`src/rtl/life_pkg.sv`:
```
// Shared encodings and rule constants for the Game of Life engine.
package life_pkg;

   // Command encoding on the mode input.
   typedef enum logic [1:0] {
      MODE_IDLE  = 2'b00,
      MODE_PROG  = 2'b01,
      MODE_RUN   = 2'b10,
      MODE_PAUSE = 2'b11
   } mode_e;

   // Controller states. S_PROG doubles as the hold state between generations.
   typedef enum logic [1:0] {
      S_IDLE,
      S_PROG,
      S_CALC,
      S_COMMIT
   } state_e;

   // Standard B3/S23 rule constants.
   localparam logic [3:0] SURVIVE_LO = 4'd2;
   localparam logic [3:0] SURVIVE_HI = 4'd3;
   localparam logic [3:0] BIRTH      = 4'd3;

   // Next state of one cell given its current state and live-neighbour count.
   function automatic logic next_cell(input logic alive, input logic [3:0] count);
      if (alive) return (count == SURVIVE_LO) || (count == SURVIVE_HI);
      return count == BIRTH;
   endfunction

endpackage

```
`src/rtl/life_row_eval.sv`:
```
// Combinational evaluation of one grid row from the rows above and below it.
module life_row_eval
   import life_pkg::*;
#(
   parameter int COLS = 8,
   parameter int WRAP = 0
) (
   input  logic [COLS-1:0] above,
   input  logic [COLS-1:0] mid,
   input  logic [COLS-1:0] below,
   output logic [COLS-1:0] next_row
);

   logic [3:0] count;

   // Column lookup with horizontal edge handling: dead outside, or wrapped.
   function automatic logic pick(input logic [COLS-1:0] row, input int col);
      if (col < 0)     return (WRAP != 0) ? row[COLS-1] : 1'b0;
      if (col >= COLS) return (WRAP != 0) ? row[0] : 1'b0;
      return row[col];
   endfunction

   // Count the eight neighbours of every column in 4 bits and apply the rules.
   always_comb begin
      // NOTE: every variable gets a default first so no path can infer a latch.
      next_row = '0;
      count    = '0;
      for (int c = 0; c < COLS; c++) begin
         count = {3'b000, pick(above, c - 1)} + {3'b000, pick(above, c)} +
                 {3'b000, pick(above, c + 1)} + {3'b000, pick(mid, c - 1)} +
                 {3'b000, pick(mid, c + 1)}   + {3'b000, pick(below, c - 1)} +
                 {3'b000, pick(below, c)}     + {3'b000, pick(below, c + 1)};
         next_row[c] = next_cell(mid[c], count);
      end
   end

endmodule

```
`src/rtl/life_engine.sv`:
```
// Game of Life engine: serial programming, one row per cycle evaluation,
// single-cycle commit of a whole generation.
module life_engine
   import life_pkg::*;
#(
   parameter int COLS = 8,
   parameter int ROWS = 8,
   parameter int WRAP = 0
) (
   input  logic                 clk,
   input  logic                 rst,
   input  logic [1:0]           mode,
   input  logic                 pgm_valid,
   input  logic                 pgm_bit,
   input  logic                 step,
   output logic [ROWS*COLS-1:0] grid,
   output logic [15:0]          gen_count,
   output logic                 busy,
   output logic                 gen_done,
   output logic                 stable,
   output logic                 extinct
);

   localparam int CELLS = ROWS * COLS;
   localparam int RW    = $clog2(ROWS);
   localparam int CW    = $clog2(CELLS);
   localparam logic [RW-1:0] LAST_ROW  = RW'(ROWS - 1);
   localparam logic [CW-1:0] LAST_CELL = CW'(CELLS - 1);

   state_e          state;
   logic [RW-1:0]   row_idx;
   logic [CW-1:0]   cell_idx;
   logic [CELLS-1:0] next_buf;
   logic [COLS-1:0] row_above;
   logic [COLS-1:0] row_mid;
   logic [COLS-1:0] row_below;
   logic [COLS-1:0] row_next;
   logic            start_gen;

   // A generation starts on RUN, or on a step request while paused.
   assign start_gen = (mode == MODE_RUN) || ((mode == MODE_PAUSE) && step);
   assign busy      = (state == S_CALC) || (state == S_COMMIT);
   assign extinct   = ~|grid;

   // Fetch the current row and its vertical neighbours from the frozen grid.
   always_comb begin
      row_above = '0;
      row_below = '0;
      row_mid   = grid[int'(row_idx)*COLS +: COLS];
      if (row_idx != '0)     row_above = grid[(int'(row_idx) - 1)*COLS +: COLS];
      else if (WRAP != 0)    row_above = grid[(ROWS - 1)*COLS +: COLS];
      if (row_idx != LAST_ROW) row_below = grid[(int'(row_idx) + 1)*COLS +: COLS];
      else if (WRAP != 0)    row_below = grid[0 +: COLS];
   end

   life_row_eval #(.COLS(COLS), .WRAP(WRAP)) u_row_eval (
      .above    (row_above),
      .mid      (row_mid),
      .below    (row_below),
      .next_row (row_next)
   );

   // Controller: programming, row-serial evaluation, commit and abort.
   always_ff @(posedge clk) begin
      // NOTE: non-blocking assignments so every register updates from pre-edge values.
      gen_done <= 1'b0;
      if (rst || (mode == MODE_IDLE)) begin
         // NOTE: next_buf is cleared as well so an aborted generation leaves no stale rows.
         state     <= S_IDLE;
         grid      <= '0;
         next_buf  <= '0;
         gen_count <= '0;
         stable    <= 1'b0;
         cell_idx  <= '0;
         row_idx   <= '0;
      end else begin
         unique case (state)
            S_IDLE: begin
               row_idx <= '0;
               if (mode == MODE_PROG) state <= S_PROG;
               else if (start_gen)    state <= S_CALC;
            end
            S_PROG: begin
               if ((mode == MODE_PROG) && pgm_valid) begin
                  grid[cell_idx] <= pgm_bit;
                  cell_idx       <= (cell_idx == LAST_CELL) ? '0 : cell_idx + 1'b1;
               end
               if (start_gen) begin
                  state   <= S_CALC;
                  row_idx <= '0;
               end
            end
            S_CALC: begin
               next_buf[int'(row_idx)*COLS +: COLS] <= row_next;
               if (row_idx == LAST_ROW) begin
                  state   <= S_COMMIT;
                  row_idx <= '0;
               end else begin
                  row_idx <= row_idx + 1'b1;
               end
            end
            S_COMMIT: begin
               grid      <= next_buf;
               gen_done  <= 1'b1;
               gen_count <= (gen_count == 16'hFFFF) ? gen_count : gen_count + 16'd1;
               stable    <= (next_buf == grid);
               state     <= (mode == MODE_RUN) ? S_CALC : S_PROG;
            end
         endcase
      end
   end

endmodule

```
`config.mk`:
```
export PLATFORM = sky130hd
export DESIGN_NAME = life_engine
export DESIGN_NICKNAME = d
export VERILOG_FILES = /design/src/rtl/life_pkg.sv /design/src/rtl/life_row_eval.sv /design/src/rtl/life_engine.sv
export SDC_FILE = /design/constraint.sdc
export NUM_CORES = 1
export LEC_CHECK = 0
export ABC_CLOCK_PERIOD_IN_PS = 14500
export CORE_MARGIN = 2
export CORE_UTILIZATION = 40
export DETAILED_ROUTE_END_ITERATION = 6
export PLACE_DENSITY = 0.65
export SLEW_MARGIN = 10
export SYNTH_ARGS = -nofsm -noshare
export SYNTH_HDL_FRONTEND = slang
export SYNTH_SLANG_ARGS = --single-unit
```
`constraint.sdc`:
```
create_clock -name clk -period 14.5 [get_ports clk]
set_clock_uncertainty 0.05 [all_clocks]
set_input_delay 2.9 -clock clk [delete_from_list [all_inputs] [get_ports clk]]
set_output_delay 2.9 -clock clk [all_outputs]
set_load 0.01 [all_outputs]
```
==> flow_summary.ini <==
[clock_network]
post-cts-setup-buffers = 0
htree_num_levels = 4
clk_pin_slew_ps = 60
cts_tree = yes
clock_path_buffers = 2
cts_root_buf = clkbuf_16
ctsResizeCount = 0
clk_latency_ps = 440
numCtsBuffers = 17
cts_sinks = 157
postCtsHoldBufs = 0

[critical_path]
crit_fanout = 61
crit_top_cell = fa_1
required_ps = 14810
crit_type = flop to flop
critPathMaxStageDelay_ps = 910
start_kind = flop
arrival_ps = 6960
cp_slowest_cell = ha_1
reg2regPathDepth = 17
reg2reg_slack_ps = 7850
crit_path_end_kind = flop
worstPathCellList = buf_4 -> inv_2 -> ha_1 -> ha_1 -> mux4_2 -> nor2_1 -> ha_1 -> fa_1 -> fa_1 -> inv_1 -> fa_1 -> fa_1 -> nor2_1 -> nand3_1 -> a221oi_4 -> nand3_1 -> a21oi_1

[logic_synthesis]
syn-cell-area_mm2 = 0.0106
yosys_most_used_dff = dfxtp_1
netlist_instances = 1220
synthArstFlopShare = 0
synth_top_area_share = 0.296
ys_types = 63
seq_area_frac_synth = 0.296
synthMostInstantiatedCell = dfxtp_1
synth_nets = 1283
yosysTopAreaCell = dfxtp_1
ys_top_cells_by_area = dfxtp_1 (30%), mux2i_1 (14%), fa_1 (5.5%)
synth_common_cells = dfxtp_1 (157), mux2i_1 (144), a21oi_1 (101)
ys_seq_elements = 157
synth_edf_count = 0
yosys_warnings = 0
postSynthAreaPerCell_um2 = 8.70

[hold_path]
hold_class = flop to flop
holdPathStages = 2

[layout]
area_delta_synth_final_pct = 15.6
fin_nets = 1325
layout-drive-gt1-share = 0.0784
num_antenna_cells = 0
instances_no_fill = 1610

[timing]
max_freq_mhz = 150
fin_crit_ps = 6650
whs_ps = 430
setup-violations-final = 0
setup_tns_ps = 0
hold_viol = 0
drv_slew = 0
relSlewSlack = 0.125
period_share = 0.459
tightest_slew_ps = 1300
rsz0062_at_grt = false
fin_ws_ps = 7850

[power_and_ir_drop]
seq_power_share = 0.470
power.share.clock = 0.434
power.density_mw_per_mm2 = 78.1
power_mw = 0.959
peakVddDrop_v = 0.0000718
combPwrFrac = 0.096
swShare = 0.278
internal_power_mw = 0.692
power_leakage_nw = 4.38
netSwitchingPower_mw = 0.267

[route]
ant_nets = 0
post_drt_wl_per_cell_um = 22.9
drtIter0Drc = 897
via_per_inst = 6.03
vias = 9714
drt_first_pass_iters = 5
drc = 0
wl_mm = 36.9

[placement]
routabilityCongestion = 0.928
pre_cts_ws_ps = 7990
place_inst = 1578
hpwl_mm = 26.2
port_buffers = 90

[floorplanning]
ioPinCount = 91
die_area_mm2 = 0.0279
num_rows = 59
initial_core_util = 0.407
core-area_mm2 = 0.0261
fp.dieW_um = 167
die_h_um = 167

[global_routing]
grt_pass1_vias = 9135
grt_max_degree = 84
grt_pass1_wl_mm = 55.8
antenna_found_initial = 0
grt-ovfl-total = 0
gr-usage-all-layers = 0.261

[flow_run]
maxCapViolCount = 0

[run_status]
status = completed
[layer usage]
layer,share of wire,track usage
met1,0.42,0.344
met2,0.45,0.404
met5,0,0
met3,0.080,0.0542
met4,0.049,0.134
[layout make-up]
cell class | count | area (µm²)
well taps | 335 | 419
fillers | 2496 | 13800
inverters | 60 | 225
multi-input cells | 923 | 6950
clock inverters | 15 | 116
clock buffers | 17 | 425
flip-flops and latches | 157 | 3150
repair buffers | 103 | 993
[cell usage in the layout (no fill, tap or decap), types with 31 or more instances in the layout]
cell type,instances
a21oi_1,101
a22oi_1,31
clkdlybuf4s50_1,89
dfxtp_1,155
inv_1,57
mux2i_1,144
nand2_1,92
nor2_1,97
o21ai_0,72
xnor2_1,47
[power by group through the flow]
| stage | combinational, mW | sequential (mW) | clock, mW |
|---|---|---|---|
| 6_report | 0.0918 | 0.451 | 0.416 |
| 5_1_grt | 0.0996 | 0.450 | 0.440 |
| 2_1_floorplan | 0.0585 | 0.454 | 0 |
| 3_5_place_dp | 0.0907 | 0.459 | 0 |
| 4_1_cts | 0.0911 | 0.449 | 0.420 |
| 3_3_place_gp | 0.0898 | 0.459 | 0 |
[path summary, 6_finish.rpt]
| kind | from | to |
|---|---|---|
| setup reg to reg | row_idx[0] | next_buf[19] |
| setup / recovery | row_idx[0] | next_buf[19] |
| hold / removal | next_buf[0] | next_buf[0] |
| hold reg to reg | next_buf[0] | next_buf[0] |
[cell families (layout without fill, tap and decap cells)]
logic type,after synthesis,count (layout),share of synthesized area
xor gates and xnor gates,59,59,0.0487
AOI/OAI and AO/OA,257,257,0.154
DFF,157,157,0.296
muxes,162,162,0.173
buffers and inverters,140,195,0.0553
and+or+nand+nor,389,389,0.187
adders and majority gates,56,56,0.0865
[per-stage QoR]
stage / utilization / cell area (µm²)
floorplan: - / 10600
global placement: 0.450 / 11700
detailed placement: 0.450 / 11700
CTS: 0.471 / 12300
global route: 0.471 / 12300
finish: 0.471 / 12300
[flip-flops by register name, indices dropped and copies added (netlist names)]
| name | flops |
|---|---|
| cell_idx | 6 |
| gen_count | 16 |
| gen_done | 1 |
| grid | 64 |
| next_buf | 64 |
| row_idx | 3 |
| stable | 1 |
| state | 2 |
[critical path: cells and delay by family, from the launching register on]
| kind | cells | cell delay, ps |
|---|---|---|
| AOI/OAI and AO/OA | 2 | 810 |
| buffers and inverters | 3 | 890 |
| muxes | 1 | 420 |
| adders and majority gates | 7 | 3380 |
| DFF | 1 | 310 |
| and+or+nand+nor | 4 | 670 |
(Power assumes the default switching activity.)
